==> src/rtl/result_bcd_converter_pkg.sv <==
// Shared types and constants for the result-to-BCD conversion path.
package result_bcd_converter_pkg;

  localparam int RESULT_WIDTH  = 16;
  localparam int RESULT_DIGITS = 5;

  typedef enum logic [2:0] {
    IDLE   = 3'd0,
    LOAD   = 3'd1,
    ADJUST = 3'd2,
    SHIFT  = 3'd3,
    FINISH = 3'd4
  } bcd_state_t;

  // True when DIGITS decimal digits can hold every WIDTH-bit magnitude.
  function automatic bit bcd_fits(input int width, input int digits);
    longint p10;
    longint p2;
    p10 = 1;
    p2  = 1;
    for (int i = 0; i < digits; i++) p10 = p10 * 10;
    for (int i = 0; i < width; i++) p2 = p2 * 2;
    return p10 > p2;
  endfunction

endpackage

==> src/rtl/result_bcd_converter_if.sv <==
// Start/Busy/Done handshake plus operand and BCD result bundle.
interface result_bcd_converter_if
  import result_bcd_converter_pkg::*;
#(
  parameter int WIDTH  = RESULT_WIDTH,
  parameter int DIGITS = RESULT_DIGITS
);

  logic                  start;
  logic                  signed_mode;
  logic [WIDTH-1:0]      value;
  logic                  busy;
  logic                  done;
  logic                  negative;
  logic [4*DIGITS-1:0]   bcd;

  modport master (
    output start, signed_mode, value,
    input  busy, done, negative, bcd
  );

  modport slave (
    input  start, signed_mode, value,
    output busy, done, negative, bcd
  );

endinterface

==> src/rtl/result_bcd_converter_add3.sv <==
// Double-dabble digit correction: add 3 to any digit of 5 or more.
module result_bcd_converter_add3 (
  input  logic [3:0] digit,
  output logic [3:0] adjusted
);

  assign adjusted = (digit >= 4'd5) ? digit + 4'd3 : digit;

endmodule

==> src/rtl/result_bcd_converter.sv <==
// Sequential double-dabble converter: one ADJUST/SHIFT pair per operand bit.
// state  | meaning
// IDLE   | waiting for start, operand captured on acceptance
// LOAD   | clear scratch and iteration count
// ADJUST | +3 correction on every scratch digit
// SHIFT  | shift {scratch, bin} left, finish after the last bit
// FINISH | one-cycle done pulse
module result_bcd_converter
  import result_bcd_converter_pkg::*;
#(
  parameter int WIDTH  = RESULT_WIDTH,
  parameter int DIGITS = RESULT_DIGITS
) (
  input  logic                   clk,
  input  logic                   rst,
  result_bcd_converter_if.slave  io
);

  localparam int CW = (WIDTH > 1) ? $clog2(WIDTH) : 1;
  localparam int SW = 4 * DIGITS;
  localparam logic [CW-1:0] LAST = CW'(WIDTH - 1);

  if (!bcd_fits(WIDTH, DIGITS)) begin : g_digits_check
    $fatal(1, "result_bcd_converter: DIGITS too small for WIDTH");
  end

  bcd_state_t      state;
  bcd_state_t      state_nxt;
  logic [CW-1:0]   count;
  logic [WIDTH-1:0] bin;
  logic [SW-1:0]   scratch;
  logic [SW-1:0]   adjusted;
  logic [SW-1:0]   bcd_q;
  logic            sign;
  logic            negative_q;
  logic [WIDTH:0]  neg_mag;
  logic [SW-1:0]   scratch_shifted;

  for (genvar d = 0; d < DIGITS; d++) begin : g_add3
    result_bcd_converter_add3 u_add3 (
      .digit    (scratch[4*d +: 4]),
      .adjusted (adjusted[4*d +: 4])
    );
  end

  // Sign-extended negation keeps the most-negative operand exact.
  assign neg_mag         = ~{io.value[WIDTH-1], io.value} + (WIDTH+1)'(1);
  assign scratch_shifted = {scratch[SW-2:0], bin[WIDTH-1]};

  always_ff @(posedge clk) begin
    if (rst) state <= IDLE;
    else     state <= state_nxt;
  end

  always_comb begin
    state_nxt = state;
    unique case (state)
      IDLE:    if (io.start) state_nxt = LOAD;
      LOAD:    state_nxt = ADJUST;
      ADJUST:  state_nxt = SHIFT;
      SHIFT:   state_nxt = (count == LAST) ? FINISH : ADJUST;
      FINISH:  state_nxt = IDLE;
      default: state_nxt = IDLE;
    endcase
  end

  always_comb begin
    io.busy = (state != IDLE);
    io.done = (state == FINISH);
  end

  always_ff @(posedge clk) begin
    if (rst) begin
      count      <= '0;
      bin        <= '0;
      scratch    <= '0;
      sign       <= 1'b0;
      bcd_q      <= '0;
      negative_q <= 1'b0;
    end else begin
      unique case (state)
        IDLE: begin
          if (io.start) begin
            if (io.signed_mode && io.value[WIDTH-1]) begin
              bin  <= neg_mag[WIDTH-1:0];
              sign <= 1'b1;
            end else begin
              bin  <= io.value;
              sign <= 1'b0;
            end
          end
        end
        LOAD: begin
          scratch <= '0;
          count   <= '0;
        end
        ADJUST: scratch <= adjusted;
        SHIFT: begin
          scratch <= scratch_shifted;
          bin     <= {bin[WIDTH-2:0], 1'b0};
          if (count == LAST) begin
            bcd_q      <= scratch_shifted;
            negative_q <= sign;
          end else begin
            count <= count + CW'(1);
          end
        end
        default: ;
      endcase
    end
  end

  assign io.bcd      = bcd_q;
  assign io.negative = negative_q;

endmodule

==> src/flat_wrapper.sv <==
// flat-port wrapper written by rule: the top's interface ports become plain ports
module result_bcd_converter_flat import result_bcd_converter_pkg::*;
#(
  parameter int WIDTH  = RESULT_WIDTH,
  parameter int DIGITS = RESULT_DIGITS
)
  (clk, rst, io_start, io_signed_mode, io_value, io_busy, io_done, io_negative, io_bcd);
  result_bcd_converter_if #(.WIDTH(WIDTH), .DIGITS(DIGITS)) io_i ();
  input  logic clk;
  input  logic rst;
  input wire logic [$bits(io_i.start)-1:0] io_start;
  input wire logic [$bits(io_i.signed_mode)-1:0] io_signed_mode;
  input wire logic [$bits(io_i.value)-1:0] io_value;
  output wire logic [$bits(io_i.busy)-1:0] io_busy;
  output wire logic [$bits(io_i.done)-1:0] io_done;
  output wire logic [$bits(io_i.negative)-1:0] io_negative;
  output wire logic [$bits(io_i.bcd)-1:0] io_bcd;
  assign io_i.start = io_start;
  assign io_i.signed_mode = io_signed_mode;
  assign io_i.value = io_value;
  assign io_busy = io_i.busy;
  assign io_done = io_i.done;
  assign io_negative = io_i.negative;
  assign io_bcd = io_i.bcd;
  result_bcd_converter #(.WIDTH(WIDTH), .DIGITS(DIGITS)) u_core (.clk(clk), .rst(rst), .io(io_i));
endmodule
==> config.mk <==
export PLATFORM = sky130hd
export DESIGN_NAME = result_bcd_converter_flat
export DESIGN_NICKNAME = d
export VERILOG_FILES = /design/src/rtl/result_bcd_converter_pkg.sv /design/src/rtl/result_bcd_converter_if.sv /design/src/rtl/result_bcd_converter_add3.sv /design/src/rtl/result_bcd_converter.sv /design/src/flat_wrapper.sv
export SDC_FILE = /design/constraint.sdc
export NUM_CORES = 1
export LEC_CHECK = 0
export CORE_ASPECT_RATIO = 0.5
export CORE_MARGIN = 2
export CORE_UTILIZATION = 48
export CTS_CLUSTER_SIZE = 12
export DETAILED_ROUTE_END_ITERATION = 12
export GPL_ROUTABILITY_DRIVEN = 1
export PLACE_DENSITY = 0.68
export SETUP_SLACK_MARGIN = 0.02
export SYNTH_ARGS = -nofsm -noshare
export SYNTH_HDL_FRONTEND = slang
export SYNTH_SLANG_ARGS = --single-unit
==> constraint.sdc <==
create_clock -name clk -period 3.2 [get_ports clk]
set_input_delay 0.48 -clock clk [delete_from_list [all_inputs] [get_ports clk]]
set_output_delay 0.48 -clock clk [all_outputs]
set_load 0.01 [all_outputs]
* Yosys cells after proc, flatten, opt, wreduce, memory -nomap -nowiden
Index checks and enable logic that the tools add are counted. Widths: inputs -> output; s select.
Word-level totals: register bits 65, output and inout bits 23, input bits 20
Cells by class: multiplexer cells 15, $add $sub $neg 7, equality and inequality tests 12, magnitude comparators 5, reductions and logical operators 15, bitwise operators 1
Operators by type and width (number):
- $pmux 20 s3 | 1
- $mux 16 | 2
- $pmux 16 s2 | 1
- $mux 4 | 6
- $add 4x2->4 const B | 5
- $ge 4x3->1 const B | 5
- $reduce_and 2->1 | 9
- $add 16x1->16 const B | 1
- $not 16->16 | 1
- $ne 2x2->1 const B | 7
- $pmux 3 s4 | 1
- $pmux 4 s2 | 1
- $eq 3x2->1 const B | 2
- $mux 3 | 2
- $reduce_bool 3->1 | 2
- $add 4x1->4 const B | 1
- $eq 4x4->1 const B | 1
- $reduce_bool 2->1 | 2
- $eq 3x1->1 const B | 1
- $eq 3x3->1 const B | 1
- $logic_not 3->1 | 1
- $logic_and 1x1->1 | 1
- $mux 1 | 1

* Longest topological paths before layout
word-level depth 5, mapped depth 7, gate-level depth less buffers 6

* Cells and area by module
A second synthesis with hierarchy kept.
Unflattened totals: cells, all modules 458, area total of the unflattened synthesis 3558.4 um2
Modules (own cells, without submodules):
- result_bcd_converter | instances 1, seq. area each 1301.2 um2, cells each 378, area an instance 3051.7 um2
- result_bcd_converter_add3 | instances 5, seq. area each 0.0 um2, cells each 16, area an instance 101.3 um2

* Worst setup path after synthesis
No wires, ideal clock.
path type input port to flip-flop, start input io_value[0], end register u_core.bin[12], data arrival time 1676 ps, stages on the path 6, data required time 3121 ps, path slack 1445 ps, path buffers 0, cell sequence inv_1 -> ha_1 -> nor3b_2 -> nand4_1 -> a311o_1 -> o211ai_1
On the way: longest elaborated chain between the ends 5
RTL lines:
- from (decl) | RTL line flat_wrapper.sv:13 | input wire logic [$bits(io_i.value)-1:0] io_value;
- $not 16->16 | RTL line result_bcd_converter.sv:47 | assign neg_mag = ~{io.value[WIDTH-1], io.value} + (WIDTH+1)'(1);
- $add 16x1->16 | RTL line result_bcd_converter.sv:47
- $mux 16 | RTL line result_bcd_converter.sv:84 | if (io.signed_mode && io.value[WIDTH-1]) begin
- $mux 16 | RTL line result_bcd_converter.sv:83 | if (io.start) begin
- $pmux 16 s2 | RTL line result_bcd_converter.sv:81 | unique case (state)
- to (signal assigned) | RTL line result_bcd_converter.sv:85 | bin <= neg_mag[WIDTH-1:0];
- to (signal assigned) | RTL line result_bcd_converter.sv:88 | bin <= io.value;
- to (signal assigned) | RTL line result_bcd_converter.sv:100 | bin <= {bin[WIDTH-2:0], 1'b0};
- to (decl) | RTL line result_bcd_converter.sv:30 | logic [WIDTH-1:0] bin;
Every way passes these cells. The select of a mux whose other input is x is not followed. A chain may end at the register's enable or synchronous reset.

* Worst setup path after layout
start register u_core.state[0], end output io_done
On the way: longest elaborated chain between the ends 1
RTL lines:
- from (decl) | RTL line result_bcd_converter.sv:27 | bcd_state_t state;
- from (signal assigned) | RTL line result_bcd_converter.sv:52 | else state <= state_nxt;
- $eq 3x3->1 | RTL line result_bcd_converter.sv:69 | io.done = (state == FINISH);
- to (decl) | RTL line flat_wrapper.sv:15 | output wire logic [$bits(io_i.done)-1:0] io_done;
Every way passes these cells.

==> metrics <==
endpoints failing setup=0; CTS resizes=0; relative slew slack=between 40% and 50%; WL final=8780 um; all-layer global routing usage=roughly 23%; critical path endpoint=io_done; xor/xnor share of the synthesized area=roughly 3.0%; antenna violations before repair=0; PnR worst setup slack=between 0.7 and 0.8 ns; first-pass GRT wire length=between 15,000 and 20,000 um; ANT cells=0; total gr overflow=0; RSZ-0062 raised after global routing=no; post-CTS setup buffer count=0; final hold vios=0; CTS Buf Count=9; Design Power=2170 uW; Max H-tree Level=3; period utilization=76.2%; multi-input logic area=approximately 2000 sq um; CP max FO=20; Area after DPL=approximately 4000 sq um; syn_nets=~460; Reg area=1300 sq um; minimum clock period=~2.4 ns; DR DRC count=0; initial DRC count=roughly 340; ranking of synthesized cells by area=dfxtp_1, a21oi_1, nand2_1, a22oi_1, ha_1; root buf cell=clkbuf_16; die height=64.2 um; die area=approximately 8000 sq um; Worst-path clk slew=approximately 0.050 ns; share of layout cells above drive strength 1=under 10%; worst hold path class=reg2reg; CP Capture Type=output pin; Max Clk Rate=just over 400 MHz; GPL Wtd Cong=between 0.9 and 1; count of different cell masters after synthesis=a little under 50; outcome=finished clean; worst r2r dst=u_core.scratch[19]; commonest cells after routing, fill and taps aside=dfxtp_1, nand2_1, a21oi_1; sum of negative setup slack=0 ns; io pins=43; core area=6860 sq um; #FFs+latches synth=65; worst setup skew after layout=0.00410 ns; num rows=21; via count=roughly 3,400; worst slack, placed=0.765 ns; Adder-Cell Fraction of Synth Area=roughly 4.3%; register area share after synthesis=between 30% and 40%; DP HPWL=5840 um; Worst R2R Start=u_core.state[0]; post-route antenna net violation count=0; length in cells of the worst reg-to-reg path=4; TritonCTS clock tree=built; clock buffer depth=2; number of global-route vias before repair=3,073; Synth Instances=~430; CP arrival=roughly 2.0 ns; DR pass1 iterations=4; number of flops mapped to enable cells by yosys=0; Syn Area/Cell=between 8 and 9 sq um; max-slew violations=0; commonest non-fill, non-tap cell in the layout=dfxtp_1; Die X=roughly 120 um; area grow syn2layout=21.6%; Compound-Gate Fraction of Synth Area=about 28%; max-cap check violation count=0; combinational family with the most area after synthesis=compound AO/OA/AOI/OAI gates; share of the synthesized area in the top cell type=between 30% and 40%; Nets=493; clk_lat worst skew=between 0.3 and 0.4 ns; maximum VDD drop=approximately 0.27 mV; WL/cell=about 16 um; hold-fix buffer count after cts=0; IO buf count=42; # fillers=611; Required @ worst endpoint=roughly 2.7 ns; simple-gate share of the synthesized area=between 20% and 30%; r2r setup slk=a little over 0.9 ns; Hold Crit Start=u_core.io.bcd[3]; Crit Path Category=reg2out; post-route cell area=around 4200 sq um; power per cell area=around 500 nW/um^2; synthesized area=between 3000 and 4000 sq um; critical path startpoint=u_core.state[0]; largest net degree at the start of global routing=~50; Post-synth ARST share=0%; drt via density=6.04; yosys warns=0; Sink Count=65; Worst Tran Pin Value=a little under 0.8 ns; largest area contributor in the netlist=dfxtp_1; Critical Path Start Type=flip-flop; Starting Density=approximately half; commonest register cell after synthesis=dfxtp_1; Pleak=0.00147 uW; mux share of post-synthesis cell area=less than 1%
report_power, final:
part	total (uW)	internal, uW	switching [uW]
clock	902	562	340
sequential	917	856	61.7
combinational	353	149	204
Yosys cell counts, types with 3 or more instances:
master and number:
o21ai_0 9, nor3_1 20, nand2_1 60, and3_1 3
buf_2 6, o211ai_1 3, inv_1 19, nand4_1 3
a211o_1 5, a311oi_1 6, clkbuf_1 19, a22oi_1 23
o22ai_1 10, a21oi_1 52, and2_1 3, a31oi_1 7
nor2_1 25, a41oi_1 3, xnor2_1 12, buf_6 3
a32oi_1 6, ha_1 12, nand3_1 3, nand2b_1 8
nor4_1 4, nand3b_1 3, a211oi_1 7, a211oi_2 3
dfxtp_1 65
sequential cells by signal, summed over array words and instances, names as in the netlist:
| signal | cells |
|---|---|
| u_core.sign | 1 |
| u_core.io.bcd | 20 |
| u_core.io.negative | 1 |
| u_core.count | 4 |
| u_core.scratch | 20 |
| u_core.bin | 16 |
| u_core.state | 3 |
worst min-delay path by stage:
stage,end,slack [ns],cells past startpoint
finish,u_core.io.bcd[3],0.45,2
global placement,u_core.bin[3],0.44,2
detailed placement,u_core.io.bcd[3],0.45,2
CTS,u_core.io.bcd[3],0.46,2
floorplan,u_core.bin[2],0.43,2
global route,u_core.io.bcd[16],0.48,2
area by class of cell:
| class | count | share of cell area, % |
|---|---|---|
| inverters | 19 | 1.69 |
| clock buffers | 13 | 6.15 |
| repair buffers | 53 | 11.8 |
| clock inverters | 3 | 0.355 |
| well taps | 92 | 2.72 |
| flip-flops and latches | 65 | 30.8 |
| multi-input cells | 313 | 46.5 |
stage by stage:
stage | utilization, % | hold WS, ns | instances
after floorplan | - | 0.432 | 427
after global placement | 57.7 | 0.442 | 542
after detailed placement | 57.7 | 0.449 | 542
after CTS | 61.7 | 0.456 | 558
after global routing | 61.7 | 0.479 | 558
final | 61.7 | 0.452 | 558
worst max-delay path, cell delays in order, from the launching register on:
cell	delay, ns
dfxtp_1	0.83
nor2_1	0.13
and2_1	0.19
clkdlybuf4s50_1	0.47
cells by family (layout without fill, tap and decap cells):
family                     after synthesis  count (layout)
and+or+nand+nor                        144             144
AOI/OAI and AO/OA                      144             144
xor gates and xnor gates                12              12
DFF                                     65              65
muxes                                    1               1
adders and majority gates               12              12
buffers and inverters                   49              88
metal layers:
metal | part of all wire, % | vias to the layer above | global-route usage (%)
li1 | - | 1644 | -
met1 | 47 | 1590 | 29.8
met2 | 45 | 115 | 38.0
met3 | 6.4 | 19 | 5.95
met4 | 1.7 | 0 | 8.43
met5 | 0 | - | 0
(Power assumes the default switching activity.)
